<file path="src/rtl/ram_write_queue.sv">
`default_nettype none
// ============================================================================
//  Module      : ram_write_queue
//  Description : Posting write queue in front of the AXI byte-write stage.
//                Buffers single-cycle byte-write strobes in a FIFO and replays
//                them one at a time, in order, over the write stage's
//                level-sensitive en/ready handshake.
//  Revision    : 1.0 - initial release
// ============================================================================
module ram_write_queue #(
    parameter int ADDR_BITS = 4
) (
    input  logic                 clk_memory,
    input  logic                 reset,

    // Core-side push interface
    input  logic                 in_we,
    input  logic [20:0]          in_addr,
    input  logic [7:0]           in_data,

    // Queue status
    output logic                 full,
    output logic                 empty,
    output logic [ADDR_BITS:0]   count,
    output logic                 overflow,
    output logic                 pending,

    // Write-stage handshake
    output logic [20:0]          addr,
    output logic [7:0]           data,
    output logic                 en,
    input  logic                 ready
);

    // ------------------------------------------------------------------------
    // Constants
    // ------------------------------------------------------------------------
    localparam int                   c_DEPTH     = 2 ** ADDR_BITS;
    localparam int                   c_ENTRY_W   = 21 + 8;
    localparam logic [ADDR_BITS:0]   c_CNT_DEPTH = (ADDR_BITS + 1)'(c_DEPTH);
    localparam logic [ADDR_BITS:0]   c_CNT_ONE   = (ADDR_BITS + 1)'(1);
    localparam logic [ADDR_BITS-1:0] c_PTR_ONE   = ADDR_BITS'(1);

    // ------------------------------------------------------------------------
    // Sequencer states
    //   IDLE    : en low, pops the head as soon as the queue is non-empty
    //   ISSUE   : en high, waiting for the write stage to drop ready (accept)
    //   BUSY    : en high, waiting for ready to return (write done)
    //   RELEASE : en low for one cycle so the write stage can return to idle
    // ------------------------------------------------------------------------
    typedef enum logic [1:0] {
        S_IDLE    = 2'd0,
        S_ISSUE   = 2'd1,
        S_BUSY    = 2'd2,
        S_RELEASE = 2'd3
    } state_t;

    state_t                 r_state;
    state_t                 w_state_next;

    // ------------------------------------------------------------------------
    // FIFO storage and bookkeeping
    // ------------------------------------------------------------------------
    logic [c_ENTRY_W-1:0]   r_mem [c_DEPTH];
    logic [ADDR_BITS-1:0]   r_wr_ptr;
    logic [ADDR_BITS-1:0]   r_rd_ptr;
    logic [ADDR_BITS:0]     r_count;
    logic                   r_overflow;

    // Registered write-stage outputs
    logic [20:0]            r_addr;
    logic [7:0]             r_data;
    logic                   r_en;

    // Combinational control
    logic                   w_full;
    logic                   w_empty;
    logic                   w_push;
    logic                   w_drop;
    logic                   w_pop;
    logic [c_ENTRY_W-1:0]   w_head;

    // Occupancy flags come straight from the counter, so pointer wrap never
    // needs an extra disambiguation bit.
    assign w_full  = (r_count == c_CNT_DEPTH);
    assign w_empty = (r_count == '0);

    // A push is accepted only when there is room as of this cycle; a pop in
    // the same cycle does not make room for it.
    assign w_push  = in_we & ~w_full;
    assign w_drop  = in_we &  w_full;

    assign w_head  = r_mem[r_rd_ptr];

    // Next-state logic for the handshake sequencer; the pop is a side effect
    // of leaving IDLE.
    always_comb begin
        w_state_next = r_state;
        w_pop        = 1'b0;
        case (r_state)
            S_IDLE: begin
                if (!w_empty) begin
                    w_pop        = 1'b1;
                    w_state_next = S_ISSUE;
                end
            end
            S_ISSUE: begin
                // ready is still high on the first ISSUE cycle; only its fall
                // means the write stage has taken the request.
                if (!ready) begin
                    w_state_next = S_BUSY;
                end
            end
            S_BUSY: begin
                if (ready) begin
                    w_state_next = S_RELEASE;
                end
            end
            S_RELEASE: begin
                w_state_next = S_IDLE;
            end
            default: begin
                w_state_next = S_IDLE;
            end
        endcase
    end

    // Sequencer state register.
    always_ff @(posedge clk_memory) begin
        if (reset) begin
            r_state <= S_IDLE;
        end else begin
            r_state <= w_state_next;
        end
    end

    // FIFO storage write; contents need no reset because the pointers and
    // count define which entries are live.
    always_ff @(posedge clk_memory) begin
        if (w_push) begin
            r_mem[r_wr_ptr] <= {in_addr, in_data};
        end
    end

    // Pointer and occupancy tracking; a simultaneous push and pop advances
    // both pointers and leaves the count alone.
    always_ff @(posedge clk_memory) begin
        if (reset) begin
            r_wr_ptr <= '0;
            r_rd_ptr <= '0;
            r_count  <= '0;
        end else begin
            if (w_push) begin
                r_wr_ptr <= r_wr_ptr + c_PTR_ONE;
            end
            if (w_pop) begin
                r_rd_ptr <= r_rd_ptr + c_PTR_ONE;
            end
            case ({w_push, w_pop})
                2'b10:   r_count <= r_count + c_CNT_ONE;
                2'b01:   r_count <= r_count - c_CNT_ONE;
                default: r_count <= r_count;
            endcase
        end
    end

    // Sticky record of any dropped push; only reset clears it.
    always_ff @(posedge clk_memory) begin
        if (reset) begin
            r_overflow <= 1'b0;
        end else if (w_drop) begin
            r_overflow <= 1'b1;
        end
    end

    // Write-stage outputs: addr/data load only at a pop so they stay frozen
    // for the whole transaction; en tracks the states that own the request.
    always_ff @(posedge clk_memory) begin
        if (reset) begin
            r_addr <= '0;
            r_data <= '0;
            r_en   <= 1'b0;
        end else begin
            if (w_pop) begin
                r_addr <= w_head[c_ENTRY_W-1:8];
                r_data <= w_head[7:0];
            end
            r_en <= (w_state_next == S_ISSUE) || (w_state_next == S_BUSY);
        end
    end

    // ------------------------------------------------------------------------
    // Outputs
    // ------------------------------------------------------------------------
    assign full     = w_full;
    assign empty    = w_empty;
    assign count    = r_count;
    assign overflow = r_overflow;
    // Readers wait on this until every posted write has fully retired.
    assign pending  = ~w_empty | (r_state != S_IDLE);
    assign addr     = r_addr;
    assign data     = r_data;
    assign en       = r_en;

endmodule
`default_nettype wire

</file>
<file path="config.mk">
export PLATFORM = sky130hd
export DESIGN_NAME = ram_write_queue
export DESIGN_NICKNAME = d
export VERILOG_FILES = /design/src/rtl/ram_write_queue.sv
export SDC_FILE = /design/constraint.sdc
export NUM_CORES = 1
export LEC_CHECK = 0
export CORE_ASPECT_RATIO = 0.75
export CORE_MARGIN = 2
export CORE_UTILIZATION = 35
export DETAILED_ROUTE_END_ITERATION = 7
export MAX_ROUTING_LAYER = met4
export SKIP_LAST_GASP = 1
export SLEW_MARGIN = 20
export SYNTH_ARGS = -nofsm -noshare
export SYNTH_HDL_FRONTEND = slang
export SYNTH_SLANG_ARGS = --single-unit
</file>
<file path="constraint.sdc">
create_clock -name clk_memory -period 4.89 [get_ports clk_memory]
set_clock_uncertainty 0.05 [all_clocks]
set_input_delay 1.2225 -clock clk_memory [delete_from_list [all_inputs] [get_ports clk_memory]]
set_output_delay 1.2225 -clock clk_memory [all_outputs]
set_load 0.02 [all_outputs]
</file>
==> results of run 1 <==
registers in the layout, indices dropped and copies added, names as in the netlist:
register / count
en: 1
r_mem: 464
data: 8
r_wr_ptr: 4
addr: 21
count: 5
r_rd_ptr: 4
overflow: 1
r_state: 2
report_power, final:
group	leakage, nW	switching, mW	internal, mW
Clock	0.736	1.57	2.00
Combinational	1.65	1.20	1.25
Sequential	4.57	0.276	5.01
metal layers:
| metal | vias to the layer above | wire length [µm] | global-route usage (%) |
|---|---|---|---|
| met1 | 4796 | 19400 | 20.9 |
| met2 | 188 | 18800 | 22.3 |
| li1 | 3952 | - | - |
| met4 | 0 | 550 | 3.05 |
| met5 | - | 0 | - |
| met3 | 47 | 1910 | 2.45 |
stage by stage:
| step | total power, mW | instances | hold WS (ns) | utilization, % | instance area, µm² |
|---|---|---|---|---|---|
| 2_1_floorplan | 7.02 | 903 | 0.451 | - | 19400 |
| 6_report | 11.3 | 1764 | 0.429 | 41.6 | 22700 |
| 3_5_place_dp | 7.88 | 1674 | 0.414 | 38.8 | 21200 |
| 4_1_cts | 11.5 | 1762 | 0.433 | 41.6 | 22700 |
| 5_1_grt | 11.8 | 1763 | 0.459 | 41.6 | 22700 |
| 3_3_place_gp | 7.86 | 1674 | 0.403 | 38.8 | 21200 |
final cells by class:
class / instances / area [µm²]
Timing Repair Buffer: 99 / 971
Multi-Input combinational cell: 338 / 4440
Antenna cell: 2 / 5.00
Sequential cell: 510 / 14900
Fill cell: 4774 / 31900
Tap cell: 722 / 903
Inverter: 5 / 18.8
Clock buffer: 67 / 1320
Clock inverter: 21 / 179
cell families after synthesis:
| family | count (synthesis) | synth area share [%] |
|---|---|---|
| AO/OA/AOI/OAI | 51 | 2.24 |
| XOR/XNOR | 9 | 0.406 |
| adder cells (fa/ha/maj) | 8 | 0.515 |
| buffers and inverters | 55 | 1.36 |
| flip-flops | 510 | 76.4 |
| multiplexers | 179 | 16.9 |
| AND/OR/NAND/NOR | 91 | 2.16 |
worst min-delay path, stage by stage (launching register included):
cell and delay (ns):
dfxtp_1 0.33, a21oi_1 0.04, nor2_1 0.07
cells in the mapped netlist (all sizes together):
| cell | n |
|---|---|
| o21ai | 3 |
| a21oi | 8 |
| clkbuf | 21 |
| a21o | 1 |
| nor2b | 2 |
| nor4b | 1 |
| dfxtp | 46 |
| ha | 8 |
| a21boi | 2 |
| nand4bb | 1 |
| nand2b | 4 |
| or3 | 2 |
| nor4 | 1 |
| xnor2 | 3 |
| edfxtp | 464 |
| xor2 | 6 |
| o211ai | 5 |
| mux4 | 116 |
| and3 | 2 |
| inv | 5 |
| and3b | 1 |
| o22a | 1 |
| nand2 | 5 |
| a221o | 29 |
| or3b | 1 |
| nor2 | 62 |
| nor3 | 5 |
| nand3 | 1 |
| mux2 | 31 |
| or4 | 1 |
| mux2i | 32 |
| buf | 29 |
| a31oi | 2 |
| nand3b | 2 |
path summary, 6_finish.rpt:
| path | startpoint | to | slack (ns) | cells after the start |
|---|---|---|---|---|
| max reg2reg | count[2] | count[4] | 1.76 | 10 |
| max | count[2] | full | 1.23 | 3 |
| min reg2reg | overflow | overflow | 0.43 | 2 |
| min | overflow | overflow | 0.43 | 2 |
==> impl_metrics.ini, run 1 <==
[die]
die_h_um = 208
dieArea_um2 = 57500
die_x_um = 276
fp-row-count = 74
core_area_um2 = 54600
initial_core_util_pct = 35.6
num_io_pins = 72

[logic_synthesis]
ys_types = 39
ys_ff_latch = 510
ys_warn_count = 0
synth_nets = 944
synthCells = 903
ys_seq_area_share_pct = 76.4
synth.area.top_cells = edfxtp_1 72%, mux4_2 13%, dfxtp_1 4.7%
synth_top_area_share_pct = 71.7
yosysTopAreaCell = edfxtp_1
syn-cell-area_um2 = 19400
syn_area_per_cell_um2 = 21.5

[power]
p_leak_nw = 6.95
powerDensity_nw_per_um2 = 498
peakVddDrop_mv = 0.299

[grt]
grt_pass1_vias = 9336
grt_usage_pct = 14.7
grt_max_degree = 57
grt_pass1_wl_um = 61200
antenna_found_initial = 1
grt_overflow = 0

[placed_design]
port_buffers = 71
pre_cts_slack_ns = 0.666
globalplace.congestion = 0.733
dp_hpwl_um = 21600

[setup_path]
cp.buffers_inverters = 1
crit_slowest_cell = clkdlybuf4s50_1
worstPathRequired_ns = 3.62
startpoint_type = flip-flop
crit_arrival_ns = 2.38
cp_max_fo = 12
crit_path_max_incr_delay_ns = 0.62
cpLargestDelayFamily = simple AND/OR/NAND/NOR gates
path_class = reg -> out
path_cells = or4_4, nor2_1, clkdlybuf4s50_1
cp-end-kind = output pin

[timing]
max_slew_margin_pct = 39.0
slew_viol_final = 0
setup-violations-final = 0
tightest_slew_ns = 0.911
fmax_mhz = 274
period_share_pct = 74.8
rsz0062_at_grt = false
min_period_ns = 3.66
hold_viol_final = 0
tns_ns = 0
setup_slack_ns = 1.23

[cells_and_area]
final_common_cell = edfxtp_1
fin_nets = 1042
drive_gt1_share_pct = 26.1
layout_common_cells = 464 x edfxtp_1, 116 x mux4_2, 71 x clkdlybuf4s50_1
synthToLayoutAreaGrowth_pct = 16.8

[clocking]
cts_inserted_buffers = 47
cts-resized-gates = 0
clockBufferDepth = 3
clk_pin_slew_ns = 0.06
ctsHoldBuffers = 0
h-tree-depth = 2
numClockSinks = 510
cts_root_buffer = clkbuf_16
post-cts-setup-buffers = 0
cts_tree = built
clk_latency_ns = 0.57

[drt]
drc = 8
vias = 8983
drt_iter0_markers = 882
wire_per_inst_um = 23.1
drtPass1Iterations = 7
antenna_left = 0
viasPerCell = 5.09
wl_um = 40700

[min_path]
hold_class = reg -> reg

[outcome]
outcome = complete, but fails checks
violations = DRC

[job]
drv_cap = 0
Power figures use the tool's default switching activity.
==> run 2: changes to the inputs <==
==> constraint.sdc (replaced) <==
create_clock -name clk_memory -period 3.5 [get_ports clk_memory]
set_clock_uncertainty 0.05 [all_clocks]
set_input_delay 0.875 -clock clk_memory [delete_from_list [all_inputs] [get_ports clk_memory]]
set_output_delay 0.875 -clock clk_memory [all_outputs]
set_load 0.02 [all_outputs]
==> impl_metrics.ini, run 2 (synthesized netlist as in run 1, its figures left out) <==
[min_path]
hold_class = reg -> reg

[timing]
setup-violations-final = 0
period_share_pct = 94.5
max_slew_margin_pct = 27.9
tightest_slew_ns = 1.08
min_period_ns = 3.31
fmax_mhz = 302
rsz0062_at_grt = false
hold_viol_final = 0
slew_viol_final = 0
tns_ns = 0

[placed_design]
globalplace.congestion = 0.683
dp_hpwl_um = 21700
dp.cells = 1681
port_buffers = 71

[cells_and_area]
synthToLayoutAreaGrowth_pct = 17.8
fin_nets = 1049
multi_input_area_um2 = 4470
regArea_um2 = 14900
layout_common_cells = 464 x edfxtp_1, 116 x mux4_2, 71 x clkdlybuf4s50_1
fillers = 4766
instances_no_fill = 1769
drive_gt1_share_pct = 26.0
largest_reg_flops = 464
max_flop_register = r_mem
final_common_cell = edfxtp_1

[drt]
drt_iter0_markers = 756
wl_um = 39300
wire_per_inst_um = 22.2
viasPerCell = 5.07
antenna_left = 0
drc = 4
vias = 8962
drtPass1Iterations = 7

[power]
powerDensity_nw_per_um2 = 686
p_leak_nw = 6.99
peakVddDrop_mv = 0.437

[clocking]
clk_pin_slew_ns = 0.06
clockBufferDepth = 3
cts_tree = built
ctsHoldBuffers = 0
cts_root_buffer = clkbuf_16
cts-resized-gates = 0
clk_latency_ns = 0.57
numClockSinks = 510
cts_inserted_buffers = 47
h-tree-depth = 2
post-cts-setup-buffers = 0

[setup_path]
worstPathRequired_ns = 2.57
crit_arrival_ns = 2.38
startpoint_type = flip-flop
path_class = reg -> out
cp-end-kind = output pin
cp_max_fo = 10

[die]
core_area_um2 = 54600
num_io_pins = 72
die_h_um = 208
fp-row-count = 74
initial_core_util_pct = 35.6
die_x_um = 276
dieArea_um2 = 57500

[outcome]
violations = DRC
outcome = complete, but fails checks

[grt]
met1_usage_pct = 20.1
grtUsageMet2_pct = 21.7
grt-busiest-layer = met2
grt_pass1_vias = 9645
grt_max_degree = 72
antenna_found_initial = 1
grt_usage_pct = 14.3
grt_pass1_wl_um = 60500
use_met3_pct = 2.94
grt_overflow = 0

[job]
drv_cap = 0
run 2: cell types whose count changed in the layout (fill, tap and decap cells not counted), sizes merged:
cell and change:
buf +7, clkbuf -7, clkinv +8, clkinvlp -1, diode -1, inv -1
run 2: final cells by class:
class	count	area share, %
Sequential cell	510	64.9
Multi-Input combinational cell	338	19.5
Clock buffer	60	5.49
Timing Repair Buffer	106	5.18
Tap cell	722	3.95
Clock inverter	27	0.825
Inverter	5	0.0820
Antenna cell	1	0.0109
run 2: critical path: stages (launching register included):
cell             delay, ns
dfxtp_1               0.41
or4_4                 0.63
nor2_1                0.17
clkdlybuf4s50_1       0.62
run 2: worst paths after layout:
check | startpoint | end | slack [ns] | depth (start not counted)
worst max-delay path | count[1] | full | 0.19 | 3
worst min-delay path | overflow | overflow | 0.42 | 2
worst max register to register | r_state[1] | count[4] | 0.55 | 9
worst min register to register | overflow | overflow | 0.42 | 2
run 2: stage by stage:
stage	power (mW)	setup WS, ns	utilization (%)	instance area, µm²	hold WS [ns]
CTS	15.9	0.143	41.9	22900	0.430
detailed placement	11.1	0.112	39.3	21400	0.416
global route	16.4	0.0670	41.9	22900	0.467
finish	15.7	0.192	41.9	22900	0.421
floorplan	9.80	0.339	-	19500	0.451
global placement	11.0	0.124	39.3	21400	0.406
run 2: layer usage:
| layer | wire length, µm | up-vias |
|---|---|---|
| met3 | 1900 | 54 |
| met1 | 18800 | 4750 |
| met2 | 18100 | 184 |
| met5 | 0 | - |
| li1 | - | 3974 |
| met4 | 603 | 0 |
run 2: where the power goes:
part	leakage (nW)	internal [mW]	switching, mW	total [mW]
combinational	1.71	1.79	1.83	3.63
sequential	4.57	7.00	0.225	7.23
clock	0.712	2.69	2.15	4.84
total	6.99	11.5	4.21	15.7
==> run 3: changes to the inputs <==
--- a/config.mk
+++ b/config.mk
@@ -10,6 +10,7 @@
 export CORE_UTILIZATION = 35
 export DETAILED_ROUTE_END_ITERATION = 7
 export MAX_ROUTING_LAYER = met4
+export REMOVE_ABC_BUFFERS = 1
 export SKIP_LAST_GASP = 1
 export SLEW_MARGIN = 20
 export SYNTH_ARGS = -nofsm -noshare
==> impl_metrics.ini, run 3 (synthesized netlist as in run 1, its figures left out) <==
[outcome]
outcome = complete, but fails checks
violations = DRC

[drt]
wire_per_inst_um = 22.6
drtPass1Iterations = 7
viasPerCell = 5.05
drc = 6
wl_um = 40200
vias = 8967
antenna_left = 0
drt_iter0_markers = 588

[clocking]
cts-resized-gates = 0
post-cts-setup-buffers = 0
cts_inserted_buffers = 48
clockBufferDepth = 3
clk_latency_ns = 0.56
cts_tree = built
ctsHoldBuffers = 0
cts_root_buffer = clkbuf_16
clk_pin_slew_ns = 0.07
numClockSinks = 510
h-tree-depth = 2

[timing]
hold_viol_final = 0
setup_slack_ns = 0.180
fmax_mhz = 301
max_slew_margin_pct = 26.0
tightest_slew_ns = 1.11
setup-violations-final = 0
hold_ws_ns = 0.423
rsz0062_at_grt = false
period_share_pct = 94.8
min_period_ns = 3.32
slew_viol_final = 0

[cells_and_area]
regArea_um2 = 14900
final_common_cell = edfxtp_1
multi_input_area_um2 = 4440
fillers = 4717
largest_reg_flops = 464
utilization_pct = 42.0
synthToLayoutAreaGrowth_pct = 18.1
instances_no_fill = 1776
fin_nets = 1059
layout_common_cells = 464 x edfxtp_1, 116 x mux4_2, 71 x clkdlybuf4s50_1
antenna_cells = 0
drive_gt1_share_pct = 26.9
max_flop_register = r_mem

[die]
die_h_um = 208
num_io_pins = 72
die_x_um = 276
fp-row-count = 74
dieArea_um2 = 57500
core_area_um2 = 54600
initial_core_util_pct = 35.6

[setup_path]
worstPathRequired_ns = 2.57
cp-end-kind = output pin
cp_max_fo = 10
path_class = reg -> out
startpoint_type = flip-flop
crit_arrival_ns = 2.39

[placed_design]
dp.cells = 1690
globalplace.congestion = 0.728
dp_hpwl_um = 23000
pre_cts_slack_ns = 0.124
port_buffers = 71

[min_path]
hold_class = reg -> reg

[power]
p_leak_nw = 7.07
peakVddDrop_mv = 0.414
power_mw = 16.0
powerDensity_nw_per_um2 = 697

[grt]
grt_pass1_wl_um = 61400
grt_usage_pct = 14.6
grt_pass1_vias = 9646
grt_max_degree = 46
antenna_found_initial = 0
grt_overflow = 0

[job]
drv_cap = 0
==> run 3: cell types whose count changed in the layout (fill, tap and decap cells not counted), sizes merged <==
cell | previous run | this run
diode | 1 | 0
clkbuf | 60 | 71
bufinv | 2 | 3
inv | 6 | 5
buf | 35 | 44
clkinv | 23 | 11
==> run 3: final timing paths <==
path | from | endpoint | slack (ns) | depth (start not counted)
max | count[1] | full | 0.18 | 3
min | overflow | overflow | 0.42 | 2
max reg2reg | count[1] | count[4] | 0.66 | 10
min reg2reg | overflow | overflow | 0.42 | 2
==> run 3: layout make-up <==
cell class / instances / share of cell area [%]
inverter: 5 / 0.0817
sequential: 510 / 64.7
tap: 722 / 3.93
clock buffer: 71 / 6.00
clock inverter: 15 / 0.643
multi-input combinational: 338 / 19.4
timing repair buffer: 115 / 5.24
==> run 3: worst max-delay path, cell delays in order, from the launching register on <==
cell             delay (ns)
dfxtp_1                0.42
or4_4                  0.63
nor2_1                 0.16
clkdlybuf4s50_1        0.63
==> run 3: power breakdown <==
part           leakage (nW)  total [mW]  internal [mW]  switching, mW
registers              4.57        7.34           7.00          0.339
logic                  1.76        3.57           1.83           1.74
clock network         0.748        5.08           2.94           2.14
==> run 3: metal layers <==
metal,track usage [%],up-vias,share of wire [%]
met4,3.30,0,1.7
met2,23.3,177,48
met1,19.8,4760,46
met5,-,-,0
met3,2.45,54,4.4
li1,-,3976,-
==> run 3: through the flow <==
stage	TNS [ns]	area [µm²]
after floorplan	-127.74	19200
after global placement	0	21400
after detailed placement	0	21400
after CTS	0	23000
after global routing	0	23000
final	0	23000
